--- src/rtl/ib_cascade_pkg.sv ---
// Shared definitions for the 6-input information-bottleneck check-node cascade.
//   - FSM state encoding for the cascade sequencing controller
//   - Per-stage decomposed-LUT counts and base indices (f0..f3) for decoding lut_sel
//   - Derived LUT address width helper
package ib_cascade_pkg;

  // Controller FSM state encoding, kept as plain constants for legacy tools.
  typedef logic [1:0] cascade_state_t;
  localparam cascade_state_t StIdle   = 2'd0;
  localparam cascade_state_t StDrain  = 2'd1;
  localparam cascade_state_t StLoad   = 2'd2;
  localparam cascade_state_t StFinish = 2'd3;

  localparam int unsigned NumStages = 4;

  // Decomposed 2-LUTs per stage and the first lut_sel index of each stage.
  localparam int unsigned StageLutNum  [NumStages] = '{2, 2, 4, 6};
  localparam int unsigned StageLutBase [NumStages] = '{0, 2, 4, 8};

  localparam int unsigned DefQuanSize = 4;
  localparam int unsigned LutAddrW    = 2 * DefQuanSize;

  // A 2-LUT is addressed by two messages side by side.
  function automatic int unsigned lut_addr_w(input int unsigned quan_size);
    return 2 * quan_size;
  endfunction

  // Stage (0..3 for f0..f3) that owns a given lut_sel index.
  function automatic int unsigned lut_stage(input int unsigned sel);
    int unsigned stage;
    stage = 0;
    for (int s = 0; s < NumStages; s++) begin
      if (sel >= StageLutBase[s]) stage = s;
    end
    return stage;
  endfunction

endpackage

--- src/rtl/ib_cnu6_cascade_ctrl_if.sv ---
// Handshake and LUT-load bus of the cascade controller.
//   master : upstream v2c source and LUT loader (drives v2c_valid, load_req, lut_wdata_valid)
//   slave  : ib_cnu6_cascade_ctrl (drives ready, stage/c2v validity, LUT write strobes)
interface ib_cnu6_cascade_ctrl_if #(
  parameter int unsigned QUAN_SIZE = 4,
  parameter int unsigned LUT_NUM   = 14
);
  logic                       v2c_valid;
  logic                       v2c_ready;
  logic [3:0]                 stage_valid;
  logic                       c2v_valid;
  logic                       load_req;
  logic                       lut_wdata_valid;
  logic                       lut_we;
  logic [$clog2(LUT_NUM)-1:0] lut_sel;
  logic [2*QUAN_SIZE-1:0]     lut_addr;
  logic                       load_done;

  modport master (
    output v2c_valid, load_req, lut_wdata_valid,
    input  v2c_ready, stage_valid, c2v_valid, lut_we, lut_sel, lut_addr, load_done
  );

  modport slave (
    input  v2c_valid, load_req, lut_wdata_valid,
    output v2c_ready, stage_valid, c2v_valid, lut_we, lut_sel, lut_addr, load_done
  );

endinterface

--- src/rtl/ib_lut_load_walker.sv ---
// Address walker for the LUT reload window.
//   read_clk, rstn : clock, synchronous active-low reset
//   clear          : hold the walk at lut_sel=0, lut_addr=0
//   advance        : one table word written this cycle; step to the next entry
//   lut_sel        : decomposed LUT currently being written
//   lut_addr       : entry within that LUT
//   last           : current position is the final entry of the final LUT
module ib_lut_load_walker #(
  parameter int unsigned ADDR_W  = 8,
  parameter int unsigned LUT_NUM = 14,
  parameter int unsigned SEL_W   = $clog2(LUT_NUM)
) (
  input  logic              read_clk,
  input  logic              rstn,
  input  logic              clear,
  input  logic              advance,
  output logic [SEL_W-1:0]  lut_sel,
  output logic [ADDR_W-1:0] lut_addr,
  output logic              last
);

  localparam logic [ADDR_W-1:0] AddrMax = '1;
  localparam logic [SEL_W-1:0]  SelMax  = SEL_W'(LUT_NUM - 1);

  logic [SEL_W-1:0]  sel_q, sel_d;
  logic [ADDR_W-1:0] addr_q, addr_d;
  logic              addr_wrap;

  assign addr_wrap = (addr_q == AddrMax);
  assign last      = addr_wrap && (sel_q == SelMax);

  always_comb begin
    sel_d  = sel_q;
    addr_d = addr_q;
    if (clear) begin
      sel_d  = '0;
      addr_d = '0;
    end else if (advance) begin
      // Address rolls over to 0 on its own at the end of a table.
      addr_d = addr_q + ADDR_W'(1);
      if (addr_wrap) begin
        sel_d = last ? '0 : sel_q + SEL_W'(1);
      end
    end
  end

  always_ff @(posedge read_clk) begin
    if (!rstn) begin
      sel_q  <= '0;
      addr_q <= '0;
    end else begin
      sel_q  <= sel_d;
      addr_q <= addr_d;
    end
  end

  assign lut_sel  = sel_q;
  assign lut_addr = addr_q;

endmodule

--- src/rtl/ib_cnu6_cascade_ctrl.sv ---
// Sequencing controller for the 6-input IB check-node cascade (stages f0..f3).
// Admits v2c groups, tracks their validity through the four pipelined stages, and
// owns the exclusive LUT-reload window (drain, then walk every LUT entry).
//   read_clk, rstn : clock, synchronous active-low reset
//   bus (slave)    : v2c handshake, stage/c2v validity, LUT load request and write port
//   busy           : FSM not idle, or a group still in the pipeline
//   done_cnt       : completed-group counter, wraps
module ib_cnu6_cascade_ctrl
  import ib_cascade_pkg::*;
#(
  parameter int unsigned QUAN_SIZE      = 4,
  parameter int unsigned PIPELINE_DEPTH = 3,
  parameter int unsigned LUT_NUM        = 14,
  parameter int unsigned CNT_W          = 16
) (
  input  logic                  read_clk,
  input  logic                  rstn,
  ib_cnu6_cascade_ctrl_if.slave bus,
  output logic                  busy,
  output logic [CNT_W-1:0]      done_cnt
);

  localparam int unsigned PipeLen = 4 * PIPELINE_DEPTH;
  localparam int unsigned AddrW   = lut_addr_w(QUAN_SIZE);
  localparam int unsigned SelW    = $clog2(LUT_NUM);

  cascade_state_t     state_q, state_d;
  logic [PipeLen-1:0] vpipe_q;
  logic [PipeLen:0]   vtap;
  logic [CNT_W-1:0]   done_cnt_q;
  logic               accept;
  logic               write_en;
  logic               walk_clear;
  logic               walk_last;

  // Ready is also forced low while reset is held.
  assign bus.v2c_ready = rstn && (state_q == StIdle) && !bus.load_req;
  assign accept        = bus.v2c_valid && bus.v2c_ready;

  // Tap 0 is the accept strobe itself, so a group shows on stage_valid[0] in its
  // accept cycle and leaves f3 exactly PipeLen cycles later.
  assign vtap = {vpipe_q, accept};

  for (genvar k = 0; k < 4; k++) begin : g_stage_tap
    assign bus.stage_valid[k] = vtap[k*PIPELINE_DEPTH];
  end

  assign bus.c2v_valid = vtap[PipeLen];

  assign write_en   = rstn && (state_q == StLoad) && bus.lut_wdata_valid;
  assign walk_clear = (state_q != StLoad);

  assign bus.lut_we    = write_en;
  assign bus.load_done = rstn && (state_q == StFinish);

  assign busy     = (state_q != StIdle) || (vpipe_q != '0);
  assign done_cnt = done_cnt_q;

  // load_req is only sampled in IDLE; once a reload starts it always completes.
  always_comb begin
    state_d = state_q;
    case (state_q)
      StIdle:   if (bus.load_req) state_d = StDrain;
      StDrain:  if (vpipe_q == '0) state_d = StLoad;
      StLoad:   if (write_en && walk_last) state_d = StFinish;
      StFinish: state_d = StIdle;
      default:  state_d = StIdle;
    endcase
  end

  always_ff @(posedge read_clk) begin
    if (!rstn) begin
      state_q    <= StIdle;
      vpipe_q    <= '0;
      done_cnt_q <= '0;
    end else begin
      state_q <= state_d;
      // No backpressure in the cascade: the pipe shifts every cycle in every state.
      vpipe_q <= {vpipe_q[PipeLen-2:0], accept};
      if (bus.c2v_valid) done_cnt_q <= done_cnt_q + CNT_W'(1);
    end
  end

  ib_lut_load_walker #(
    .ADDR_W  (AddrW),
    .LUT_NUM (LUT_NUM),
    .SEL_W   (SelW)
  ) u_walker (
    .read_clk (read_clk),
    .rstn     (rstn),
    .clear    (walk_clear),
    .advance  (write_en),
    .lut_sel  (bus.lut_sel),
    .lut_addr (bus.lut_addr),
    .last     (walk_last)
  );

endmodule

--- src/flat_wrapper.sv ---
// flat-port wrapper written by rule: the top's interface ports become plain ports
module ib_cnu6_cascade_ctrl_flat import ib_cascade_pkg::*;
#(
  parameter int unsigned QUAN_SIZE      = 4,
  parameter int unsigned PIPELINE_DEPTH = 3,
  parameter int unsigned LUT_NUM        = 14,
  parameter int unsigned CNT_W          = 16
)
  (read_clk, rstn, busy, done_cnt, bus_v2c_valid, bus_load_req, bus_lut_wdata_valid, bus_v2c_ready, bus_stage_valid, bus_c2v_valid, bus_lut_we, bus_lut_sel, bus_lut_addr, bus_load_done);
  ib_cnu6_cascade_ctrl_if #(.QUAN_SIZE(QUAN_SIZE), .LUT_NUM(LUT_NUM)) bus_i ();
  input  logic read_clk;
  input  logic rstn;
  output logic busy;
  output logic [CNT_W-1:0] done_cnt;
  input wire logic [$bits(bus_i.v2c_valid)-1:0] bus_v2c_valid;
  input wire logic [$bits(bus_i.load_req)-1:0] bus_load_req;
  input wire logic [$bits(bus_i.lut_wdata_valid)-1:0] bus_lut_wdata_valid;
  output wire logic [$bits(bus_i.v2c_ready)-1:0] bus_v2c_ready;
  output wire logic [$bits(bus_i.stage_valid)-1:0] bus_stage_valid;
  output wire logic [$bits(bus_i.c2v_valid)-1:0] bus_c2v_valid;
  output wire logic [$bits(bus_i.lut_we)-1:0] bus_lut_we;
  output wire logic [$bits(bus_i.lut_sel)-1:0] bus_lut_sel;
  output wire logic [$bits(bus_i.lut_addr)-1:0] bus_lut_addr;
  output wire logic [$bits(bus_i.load_done)-1:0] bus_load_done;
  assign bus_i.v2c_valid = bus_v2c_valid;
  assign bus_i.load_req = bus_load_req;
  assign bus_i.lut_wdata_valid = bus_lut_wdata_valid;
  assign bus_v2c_ready = bus_i.v2c_ready;
  assign bus_stage_valid = bus_i.stage_valid;
  assign bus_c2v_valid = bus_i.c2v_valid;
  assign bus_lut_we = bus_i.lut_we;
  assign bus_lut_sel = bus_i.lut_sel;
  assign bus_lut_addr = bus_i.lut_addr;
  assign bus_load_done = bus_i.load_done;
  ib_cnu6_cascade_ctrl #(.QUAN_SIZE(QUAN_SIZE), .PIPELINE_DEPTH(PIPELINE_DEPTH), .LUT_NUM(LUT_NUM), .CNT_W(CNT_W)) u_core (.read_clk(read_clk), .rstn(rstn), .bus(bus_i), .busy(busy), .done_cnt(done_cnt));
endmodule
--- config.mk ---
export PLATFORM = sky130hd
export DESIGN_NAME = ib_cnu6_cascade_ctrl_flat
export DESIGN_NICKNAME = d
export VERILOG_FILES = /design/src/rtl/ib_cascade_pkg.sv /design/src/rtl/ib_cnu6_cascade_ctrl_if.sv /design/src/rtl/ib_lut_load_walker.sv /design/src/rtl/ib_cnu6_cascade_ctrl.sv /design/src/flat_wrapper.sv
export SDC_FILE = /design/constraint.sdc
export NUM_CORES = 1
export LEC_CHECK = 0
export CAP_MARGIN = 5
export CORE_MARGIN = 1.5
export CORE_UTILIZATION = 40
export CTS_CLUSTER_SIZE = 24
export DETAILED_ROUTE_END_ITERATION = 6
export GPL_TIMING_DRIVEN = 0
export PLACE_DENSITY = 0.76
export SLEW_MARGIN = 20
export SYNTH_ARGS = -nofsm -noshare
export SYNTH_HDL_FRONTEND = slang
export SYNTH_SLANG_ARGS = --single-unit
--- constraint.sdc ---
create_clock -name read_clk -period 3.51 [get_ports read_clk]
set_clock_uncertainty 0.1 [all_clocks]
set_input_delay 0.8775 -clock read_clk [delete_from_list [all_inputs] [get_ports read_clk]]
set_output_delay 0.8775 -clock read_clk [all_outputs]
set_load 0.01 [all_outputs]
# Word level (Yosys, flattened, before mapping)
# Index checks and enable logic that the tools add are counted.
# W data, S select, Z words.
# op_classes
n_addsub	3
eq_ne	9
n_mux	5
bitwise_logic	1
n_reduce_logical	17
# ops
operator	n
$add A16 B1 Y16 const B	1
$logic_not A12 Y1	1
$reduce_bool A12 Y1	1
$add A8 B1 Y8 const B	1
$eq A8 B8 Y1 const B	1
$logic_and A1 B1 Y1	8
$pmux W2 S4	1
$mux W2	3
$ne A2 B2 Y1 const B	3
$add A4 B1 Y4 const B	1
$eq A2 B2 Y1 const B	2
$eq A4 B4 Y1 const B	1
$mux W4	1
$reduce_and A3 Y1	1
$eq A2 B1 Y1 const B	1
$logic_not A2 Y1	1
$ne A2 B1 Y1 const B	1
$reduce_and A2 Y1	1
$reduce_bool A2 Y1	1
$reduce_or A2 Y1	1
$logic_not A1 Y1	1
$logic_or A1 B1 Y1	1
$not A1 Y1	1
# totals
ff_bits	42
wordCells	40

# Longest topological paths before layout
# Gate-level depths: netlist of run 1.
# logic_depth
word_depth	6
ltp_mapped	7
ltp_nobuf	6

# Cells and area by module
# A second synthesis of run 1 with hierarchy kept.
# hier_totals
cells_unflattened	209
hier_area_um2	1926.8
# modules_own_cells
module	n_inst	cells_per_inst	area_each_um2	seq_area_each_um2
ib_cnu6_cascade_ctrl	1	142	1321.3	600.6
ib_lut_load_walker	1	67	605.6	240.2

# Worst setup path after synthesis of run 1
# Ideal clock, no wire load.
# synth_timing
path_type	in2out
start	input port rstn
end	output port bus_stage_valid[0]
arrival_ps	1601
slack_ps	931
stages	4
n_path_buf	3
cell_sequence	clkbuf_1 -> clkbuf_1 -> and3_1 -> buf_4
# synth_via
elab_chain_cells	3
# synth_rtl
item	line_no	text
from (decl)	flat_wrapper.sv:12	input logic rstn;
$logic_and A1 B1 Y1 (2 in a row)	ib_cnu6_cascade_ctrl.sv:37	assign bus.v2c_ready = rstn && (state_q == StIdle) && !bus.load_req;
$logic_and A1 B1 Y1	ib_cnu6_cascade_ctrl.sv:38	assign accept = bus.v2c_valid && bus.v2c_ready;
to (decl)	flat_wrapper.sv:19	output wire logic [$bits(bus_i.stage_valid)-1:0] bus_stage_valid;
# No other way between the ends.

# Worst setup path after layout of run 1
# layout_timing
start	input port rstn
end	output port bus_v2c_ready
# layout_via
elab_chain_cells	2
# layout_rtl
item	line_no	text
$logic_and A1 B1 Y1 (2 in a row)	ib_cnu6_cascade_ctrl.sv:37	
to (decl)	flat_wrapper.sv:18	output wire logic [$bits(bus_i.v2c_ready)-1:0] bus_v2c_ready;
# No other way between the ends.

==> results of run 1 <==
synth_stat cells:
cell type / n / share of area
a2111o_1: 1 / 0.0060
clkbuf_1: 6 / 0.012
inv_1: 5 / 0.010
a221oi_2: 1 / 0.0080
buf_2: 1 / 0.0027
a21boi_0: 2 / 0.0080
xor2_1: 11 / 0.052
o21ai_0: 5 / 0.013
nand4_2: 1 / 0.0067
mux2i_1: 4 / 0.021
nand4_1: 8 / 0.027
dfxtp_1: 42 / 0.45
or3b_1: 1 / 0.0047
xnor2_1: 7 / 0.033
or4b_1: 1 / 0.0054
nor4_1: 8 / 0.027
a21oi_1: 5 / 0.013
or3_2: 1 / 0.0040
a31oi_1: 1 / 0.0033
ha_1: 9 / 0.060
nand2_1: 12 / 0.024
and3_2: 1 / 0.0040
nand3_1: 8 / 0.021
and2_1: 25 / 0.084
and4_1: 1 / 0.0047
buf_4: 4 / 0.016
and3_1: 4 / 0.013
nor3_1: 4 / 0.011
o211a_1: 1 / 0.0054
nand2b_1: 1 / 0.0033
nor2b_1: 2 / 0.0067
nor2_1: 8 / 0.016
nand2_2: 1 / 0.0033
or3_1: 6 / 0.020
final timing paths:
kind | slack [ps] | from | endpoint | cells after the start
max | 100 | rstn | bus_v2c_ready | 5
min | 370 | u_core.vpipe_q[6] | u_core.vpipe_q[7] | 1
min reg2reg | 370 | u_core.vpipe_q[6] | u_core.vpipe_q[7] | 1
max reg2reg | 1360 | u_core.state_q[0] | u_core.state_q[1] | 6
registers in the layout (all words and copies together), names as in the netlist:
signal and count:
u_core.state_q 2, u_core.u_walker.lut_sel 4, u_core.vpipe_q 12, u_core.u_walker.lut_addr 8, u_core.done_cnt 16
power breakdown:
part	leakage [nW]	switching (mW)	total, mW	internal, mW
Combinational	0.571	0.0750	0.151	0.0758
Sequential	0.339	0.0116	0.500	0.489
Clock	0.0438	0.154	0.288	0.133
per-layer routing:
layer,track usage,vias up,share of wire
li1,-,773,-
met3,0.0352,6,0.056
met4,0.0566,0,0.011
met2,0.238,43,0.45
met5,0,-,0
met1,0.199,697,0.48
stage by stage:
step / setup slack (ps) / hold WS (ps) / instance area [sq um]
floorplan: 931 / 335 / 1870
global placement: -461 / 345 / 2340
detailed placement: -495 / 351 / 2340
CTS: 57.9 / 368 / 2440
global route: 7.70 / 380 / 2440
finish: 99.1 / 367 / 2440
critical path: cells and delay by family:
kind / cells / cell delay, ps
buffers and inverters: 4 / 1410
AND/OR/NAND/NOR: 1 / 140
cell families after synthesis:
| family | share of synthesized area |
|---|---|
| adder cells (fa/ha/maj) | 0.0602 |
| multiplexers | 0.0214 |
| flip-flops | 0.450 |
| buffers and inverters | 0.0408 |
| AND/OR/NAND/NOR | 0.286 |
| AO/OA/AOI/OAI | 0.0576 |
| XOR/XNOR | 0.0843 |
layout make-up:
| type | count | area (sq um) | share of cell area |
|---|---|---|---|
| plain buffers | 11 | 78.8 | 0.0323 |
| clock buffers | 5 | 68.8 | 0.0282 |
| clock inverters | 2 | 10.0 | 0.00410 |
| inverters | 5 | 18.8 | 0.00768 |
| multi-input cells | 140 | 952 | 0.390 |
| flip-flops and latches | 42 | 841 | 0.344 |
| well taps | 52 | 65.1 | 0.0266 |
| repair buffers | 41 | 408 | 0.167 |
what timing repair did:
| item | 4_1_cts | 5_1_grt |
|---|---|---|
| pin swaps | 0 | 0 |
| resized for setup | 8 | 1 |
| endpoints found under the setup margin | 4 | 1 |
layout by cell type, fill, tap and decap left out, drive strengths merged, types with 2 or more instances in the layout:
| cell type | count |
|---|---|
| mux2i | 4 |
| nand2 | 13 |
| ha | 9 |
| o21ai | 5 |
| clkinv | 2 |
| a21boi | 2 |
| nand3 | 8 |
| dfxtp | 42 |
| nor2b | 2 |
| nand4 | 9 |
| and3 | 5 |
| nor4 | 8 |
| a21oi | 5 |
| inv | 5 |
| xnor2 | 7 |
| buf | 7 |
| xor2 | 11 |
| nor3 | 4 |
| clkbuf | 10 |
| and2 | 25 |
| clkdlybuf4s50 | 40 |
| nor2 | 8 |
| or3 | 7 |
==> impl_metrics.json, run 1 <==
{
  "critPathArrivalTime_ps": 2430,
  "place_inst": 291,
  "ys_seq_area_frac": 0.450,
  "syn_inst": 198,
  "crit_top_cell": "clkdlybuf4s50_1",
  "drt-initial-drc-count": 80,
  "io_buffer_count": 41,
  "crit_fanout": 10,
  "worstPathRequired_ps": 2530,
  "initial_core_util": 0.423,
  "antennaDiodeCount": 0,
  "synth-seq-cells": 42,
  "cts-root-buf": "clkbuf_8",
  "fmax_ghz": 0.293,
  "wl_per_cell_um": 12.0,
  "cts_tree": "done",
  "globalRouteTotalUtil": 0.150,
  "path_cells": "clkdlybuf4s50_1 -> clkbuf_8 -> buf_2 -> and2_1 -> clkdlybuf4s50_1",
  "setup_viol": 0,
  "finalWeightedCongestion": 0.736,
  "fin_nets": 260,
  "rows": 24,
  "status": "finished clean",
  "syn_nets": 212,
  "area_growth_pct": 30.7,
  "core_sq_um": 4410,
  "cp-end-kind": "output pin",
  "wl_mm": 3.58,
  "vias_per_cell": 5.10,
  "power_density_nw_per_um2": 384,
  "power_leakage_nw": 0.954,
  "num_io_pins": 42,
  "crit_type": "in -> out",
  "die-area_sq_um": 5090,
  "grt_max_degree": 13,
  "slew_violations": 0,
  "ys_warn_count": 0,
  "fillers": 401,
  "overflow": 0,
  "slowest_delay_ps": 530,
  "die_x_um": 71.4,
  "fin_tns_setup_ps": 0,
  "clockBufferDepth": 2,
  "maxCapViolations": 0,
  "fin_util": 0.553,
  "vias": 1519,
  "clock_sinks": 42,
  "fin_total_pwr_uw": 939,
  "finalHoldViolations": 0,
  "cts_buffers": 5,
  "antenna_found_initial": 0,
  "htreeDepth": 2,
  "ant_nets": 0,
  "grt_pass1_vias": 1379,
  "layout-drive-gt1-share": 0.0854,
  "grt_pass1_wl_mm": 6.06,
  "postSynthAreaPerCell_sq_um": 9.44,
  "dr.pass1.iters": 4,
  "critPathSlowestCell": "clkdlybuf4s50_1",
  "holdBufCountCts": 0,
  "synth_area_sq_um": 1870,
  "irDropWorstVdd_v": 0.000185,
  "post_cts.repair.setup_buffers": 0,
  "instances_no_fill": 298,
  "drc": 0,
  "dieHeight_um": 71.4,
  "rsz0062_at_grt": "no",
  "hold_class": "reg -> reg",
  "start_kind": "input port",
  "worstSkewPairLatency_ps": 280,
  "min_period_ps": 3410,
  "timing_worst_slew_pin_value_ps": 447,
  "hpwl_mm": 2.69,
  "clkTransAtPathRegs_ps": 70,
  "yosysUniqueCellTypes": 34,
  "slew_headroom": 0.702,
  "finalCritPeriodShare": 0.972
}
(Power assumes the default switching activity.)
==> run 2: changes to the inputs <==
- CORE_MARGIN: 1.5 -> 3
==> run 2 against run 1 <==
  * Via count grew 0.20%
  * Die area is 8.6% higher
  * Register-to-register slack barely moved
  * Total power up 2.1%
  * Setup slack improved by 29 ps
  * Global-route usage is 0.72 points lower
  * Maximum frequency increased by 0.86%
  * Cell area up 0.72%
  * Clock power rose by 7%
  * Non-clock buffer count stayed put
  * Largest power group unchanged
==> impl_metrics.json, run 2 (synthesized netlist as in run 1, its figures left out) <==
{
  "dieHeight_um": 74.4,
  "r2r_slack_ps": 1350,
  "power_density_nw_per_um2": 389,
  "worstRegToRegCells": 6,
  "htreeDepth": 2,
  "maxCapViolations": 0,
  "multi_input_area_sq_um": 952,
  "power_leakage_nw": 0.962,
  "clockBufferDepth": 2,
  "final_common_cell": "dfxtp_1",
  "overflow": 0,
  "place_inst": 291,
  "hold_class": "reg -> reg",
  "clock_sinks": 42,
  "critPathArrivalTime_ps": 2400,
  "timing_worst_slew_pin_value_ps": 467,
  "drt-initial-drc-count": 67,
  "hold_depth": 1,
  "rsz0062_at_grt": "no",
  "drc": 0,
  "layout-drive-gt1-share": 0.0850,
  "cp-end-kind": "output pin",
  "fin_tns_setup_ps": 0,
  "rows": 24,
  "die_x_um": 74.4,
  "area_growth_pct": 31.6,
  "fin_total_pwr_uw": 958,
  "vias": 1522,
  "cts_buffers": 5,
  "wl_per_cell_um": 12.1,
  "instances_no_fill": 299,
  "fillers": 438,
  "finalWeightedCongestion": 0.794,
  "num_io_pins": 42,
  "start_kind": "input port",
  "antennaDiodeCount": 0,
  "setup_viol": 0,
  "grt_pass1_wl_mm": 6.18,
  "cts_tree": "done",
  "worstSkewPairLatency_ps": 290,
  "fin_nets": 260,
  "globalRouteTotalUtil": 0.143,
  "ant_nets": 0,
  "worstHoldEndpoint": "u_core.vpipe_q[10]",
  "core_sq_um": 4440,
  "setup_ws_ps": 128,
  "crit-reg2reg-launch": "u_core.state_q[0]",
  "hp-start": "u_core.vpipe_q[9]",
  "clkTransAtPathRegs_ps": 80,
  "antenna_found_initial": 0,
  "grt_pass1_vias": 1392,
  "final_cell_mix": "dfxtp_1 (42), clkdlybuf4s50_1 (40), and2_1 (25)",
  "worstPathRequired_ps": 2530,
  "finalHoldViolations": 0,
  "fmax_ghz": 0.296,
  "status": "finished clean",
  "hpwl_mm": 2.67,
  "io_buffer_count": 41,
  "die-area_sq_um": 5530,
  "pre_cts_ws_ps": -469,
  "min_period_ps": 3380,
  "cts-root-buf": "clkbuf_8",
  "crit_fanout": 5,
  "grt_max_degree": 15,
  "crit_type": "in -> out",
  "dr.pass1.iters": 4,
  "holdBufCountCts": 0,
  "initial_core_util": 0.421,
  "rr_endpoint": "u_core.state_q[1]",
  "final_area_sq_um": 2460,
  "regArea_sq_um": 841,
  "wl_mm": 3.61,
  "slew_headroom": 0.689,
  "finalCritPeriodShare": 0.963,
  "placed_cell_area_sq_um": 2340,
  "vias_per_cell": 5.09,
  "irDropWorstVdd_v": 0.000218,
  "slew_violations": 0,
  "largest_reg_flops": 16
}
-- run 2: changes by cell type in the layout (fill, tap and decap cells not counted), sizes merged --
cell / before / now
buf: 7 / 6
dlymetal6s2s: 0 / 1
clkinvlp: 0 / 1
-- run 2: worst max path at each step --
stage                 startpoint            endpoint
detailed placement          rstn  bus_stage_valid[0]
global placement            rstn  bus_stage_valid[0]
global route        bus_load_req  bus_stage_valid[0]
CTS                         rstn  bus_stage_valid[0]
floorplan                   rstn  bus_stage_valid[0]
finish              bus_load_req  bus_stage_valid[0]
-- run 2: power by group --
group          leakage, nW  switching (mW)  internal [mW]  total [mW]
Sequential           0.339          0.0118          0.489       0.500
Clock               0.0441           0.168          0.140       0.307
Combinational        0.579          0.0735         0.0765       0.150
-- run 2: critical path, cell delays in order --
cell             delay (ps)
clkdlybuf4s50_1         400
nor2b_1                 300
and3_1                  210
buf_4                   100
clkdlybuf4s50_1         530
-- run 2: cell type report --
class | instances | area share
plain buffers | 11 | 0.0326
repair buffers | 41 | 0.168
multi-input cells | 140 | 0.387
inverters | 5 | 0.00763
clock inverters | 3 | 0.00865
flip-flops and latches | 42 | 0.342
well taps | 52 | 0.0264
clock buffers | 5 | 0.0280
-- run 2: routing by layer --
metal / global-route usage / routed length (um) / vias up
met4: 0.0553 / 40 / 0
met1: 0.191 / 1700 / 704
met2: 0.218 / 1640 / 42
met5: 0 / 0 / -
li1: - / - / 772
met3: 0.0405 / 230 / 4
-- run 2: timing repair --
item	CTS	global route
resized for setup	7	2
setup endpoints to repair	4	1
buffers inserted	0	0
endpoints found under the hold margin	0	0
-- run 2: metrics by stage --
stage,util,hold slack (ps)
after global placement,0.528,339
after floorplan,-,335
after detailed placement,0.528,348
after CTS,0.553,368
final,0.553,367
after global routing,0.553,391
==> run 3: changes to the inputs <==
- SETUP_SLACK_MARGIN: unset -> 0.15
==> run 3 against run 2 <==
  * Final cell count unchanged
  * Critical path depth shrank 1
  * Clock power about the same
  * Via count rose by 0.13%
  * Count of clock-buffer cells in the layout unchanged
  * Die area is the same
  * First-iteration DRC count grew 4.5%
  * Flip-flop and latch count unchanged
  * Critical path type unchanged
==> impl_metrics.json, run 3 (synthesized netlist as in run 1, its figures left out) <==
{
  "crit-reg2reg-launch": "u_core.state_q[0]",
  "dieHeight_um": 74.4,
  "clock_sinks": 42,
  "drc": 0,
  "final_common_cell": "dfxtp_1",
  "worstRegToRegCells": 6,
  "cts_buffers": 5,
  "crit_type": "in -> out",
  "clockBufferDepth": 2,
  "drt-initial-drc-count": 70,
  "instances_no_fill": 299,
  "clkTransAtPathRegs_ps": 80,
  "wl_per_cell_um": 12.0,
  "worstSkewPairLatency_ps": 290,
  "rsz0062_at_grt": "no",
  "grt_pass1_wl_mm": 6.18,
  "die_x_um": 74.4,
  "htreeDepth": 2,
  "finalCritPeriodShare": 0.927,
  "cp-end-kind": "output pin",
  "largest_reg_flops": 16,
  "slew_headroom": 0.689,
  "wl_met1_mm": 1.70,
  "final_cell_mix": "dfxtp_1 (42), clkdlybuf4s50_1 (38), and2_1 (25)",
  "worstPathRequired_ps": 2530,
  "slew_violations": 0,
  "startpoint": "rstn",
  "initial_core_util": 0.421,
  "power_density_nw_per_um2": 389,
  "wl_met2_mm": 1.63,
  "place_inst": 291,
  "area_growth_pct": 31.3,
  "globalRouteTotalUtil": 0.143,
  "highest_layer": "met4",
  "die-area_sq_um": 5530,
  "irDropWorstVdd_v": 0.000218,
  "grt_pass1_vias": 1391,
  "rr_endpoint": "u_core.state_q[1]",
  "timing_worst_slew_pin_value_ps": 467,
  "finalHoldViolations": 0,
  "antenna_found_initial": 0,
  "final_area_sq_um": 2450,
  "fin_nets": 260,
  "cts_tree": "done",
  "overflow": 0,
  "hold_class": "reg -> reg",
  "hp-start": "u_core.vpipe_q[9]",
  "maxCapViolations": 0,
  "ant_nets": 0,
  "critPathArrivalTime_ps": 2280,
  "crit_fanout": 10,
  "num_io_pins": 42,
  "wl_mm": 3.60,
  "start_kind": "input port",
  "rows": 24,
  "setup_viol": 0,
  "worstHoldEndpoint": "u_core.vpipe_q[10]",
  "placed_cell_area_sq_um": 2340,
  "finalWeightedCongestion": 0.794,
  "whs_ps": 367,
  "layout-drive-gt1-share": 0.0850,
  "hold_depth": 1,
  "grt_max_degree": 15,
  "fmax_ghz": 0.307,
  "fin_util": 0.552,
  "fillers": 443,
  "cts-root-buf": "clkbuf_8",
  "post_cts.repair.setup_buffers": 0,
  "r2r_slack_ps": 1350,
  "status": "finished clean",
  "vias_per_cell": 5.10,
  "power_leakage_nw": 0.966,
  "min_period_ps": 3250,
  "io_buffer_count": 41,
  "antennaDiodeCount": 0,
  "core_sq_um": 4440,
  "vias": 1524,
  "met3WireLength_um": 229,
  "dr.pass1.iters": 4,
  "holdBufCountCts": 0,
  "hpwl_mm": 2.67
}
## run 3: cell type report
type                       instances  area, sq um  share of cell area
multi-input combinational        140          952               0.388
sequential                        42          841               0.343
timing repair buffer              41          407               0.166
buffer                            11         81.3              0.0331
clock buffer                       5         68.8              0.0280
tap                               52         65.1              0.0265
clock inverter                     3         21.3             0.00866
inverter                           5         18.8             0.00765
## run 3: metrics by stage
stage | power (mW) | setup slack (ps) | setup TNS, ps
after floorplan | 0.606 | 931 | 0
after global routing | 1.01 | 220 | 0
final | 0.955 | 257 | 0
after CTS | 0.969 | 244 | 0
after detailed placement | 0.662 | -469 | -1110
after global placement | 0.660 | -447 | -1030
## run 3: metal layers
| layer | vias up | track usage |
|---|---|---|
| li1 | 773 | - |
| met1 | 705 | 0.191 |
| met2 | 42 | 0.218 |
| met3 | 4 | 0.0405 |
| met4 | 0 | 0.0553 |
| met5 | - | 0 |
## run 3: worst max path at each step
stage               slack, ps                 end  cells past startpoint
CTS                       240          bus_lut_we                      4
floorplan                 930  bus_stage_valid[0]                      4
global placement         -450  bus_stage_valid[0]                      6
global route              220          bus_lut_we                      4
detailed placement       -470  bus_stage_valid[0]                      6
finish                    260          bus_lut_we                      4
## run 3: power by group
part           switching [mW]  leakage [nW]  internal, mW
clock                   0.168        0.0441         0.140
combinational          0.0731         0.583        0.0737
sequential             0.0118         0.339         0.489
total                   0.253         0.966         0.702
## run 3: timing repair
action,CTS,global route
hold endpoints to repair,0,0
gates resized for setup,11,0
setup endpoints to repair,4,0
## run 3: worst max-delay path, cell delays in order
cell and delay [ps]:
clkdlybuf4s50_1 510, clkbuf_8 180, and3_2 180, clkdlybuf4s50_1 530
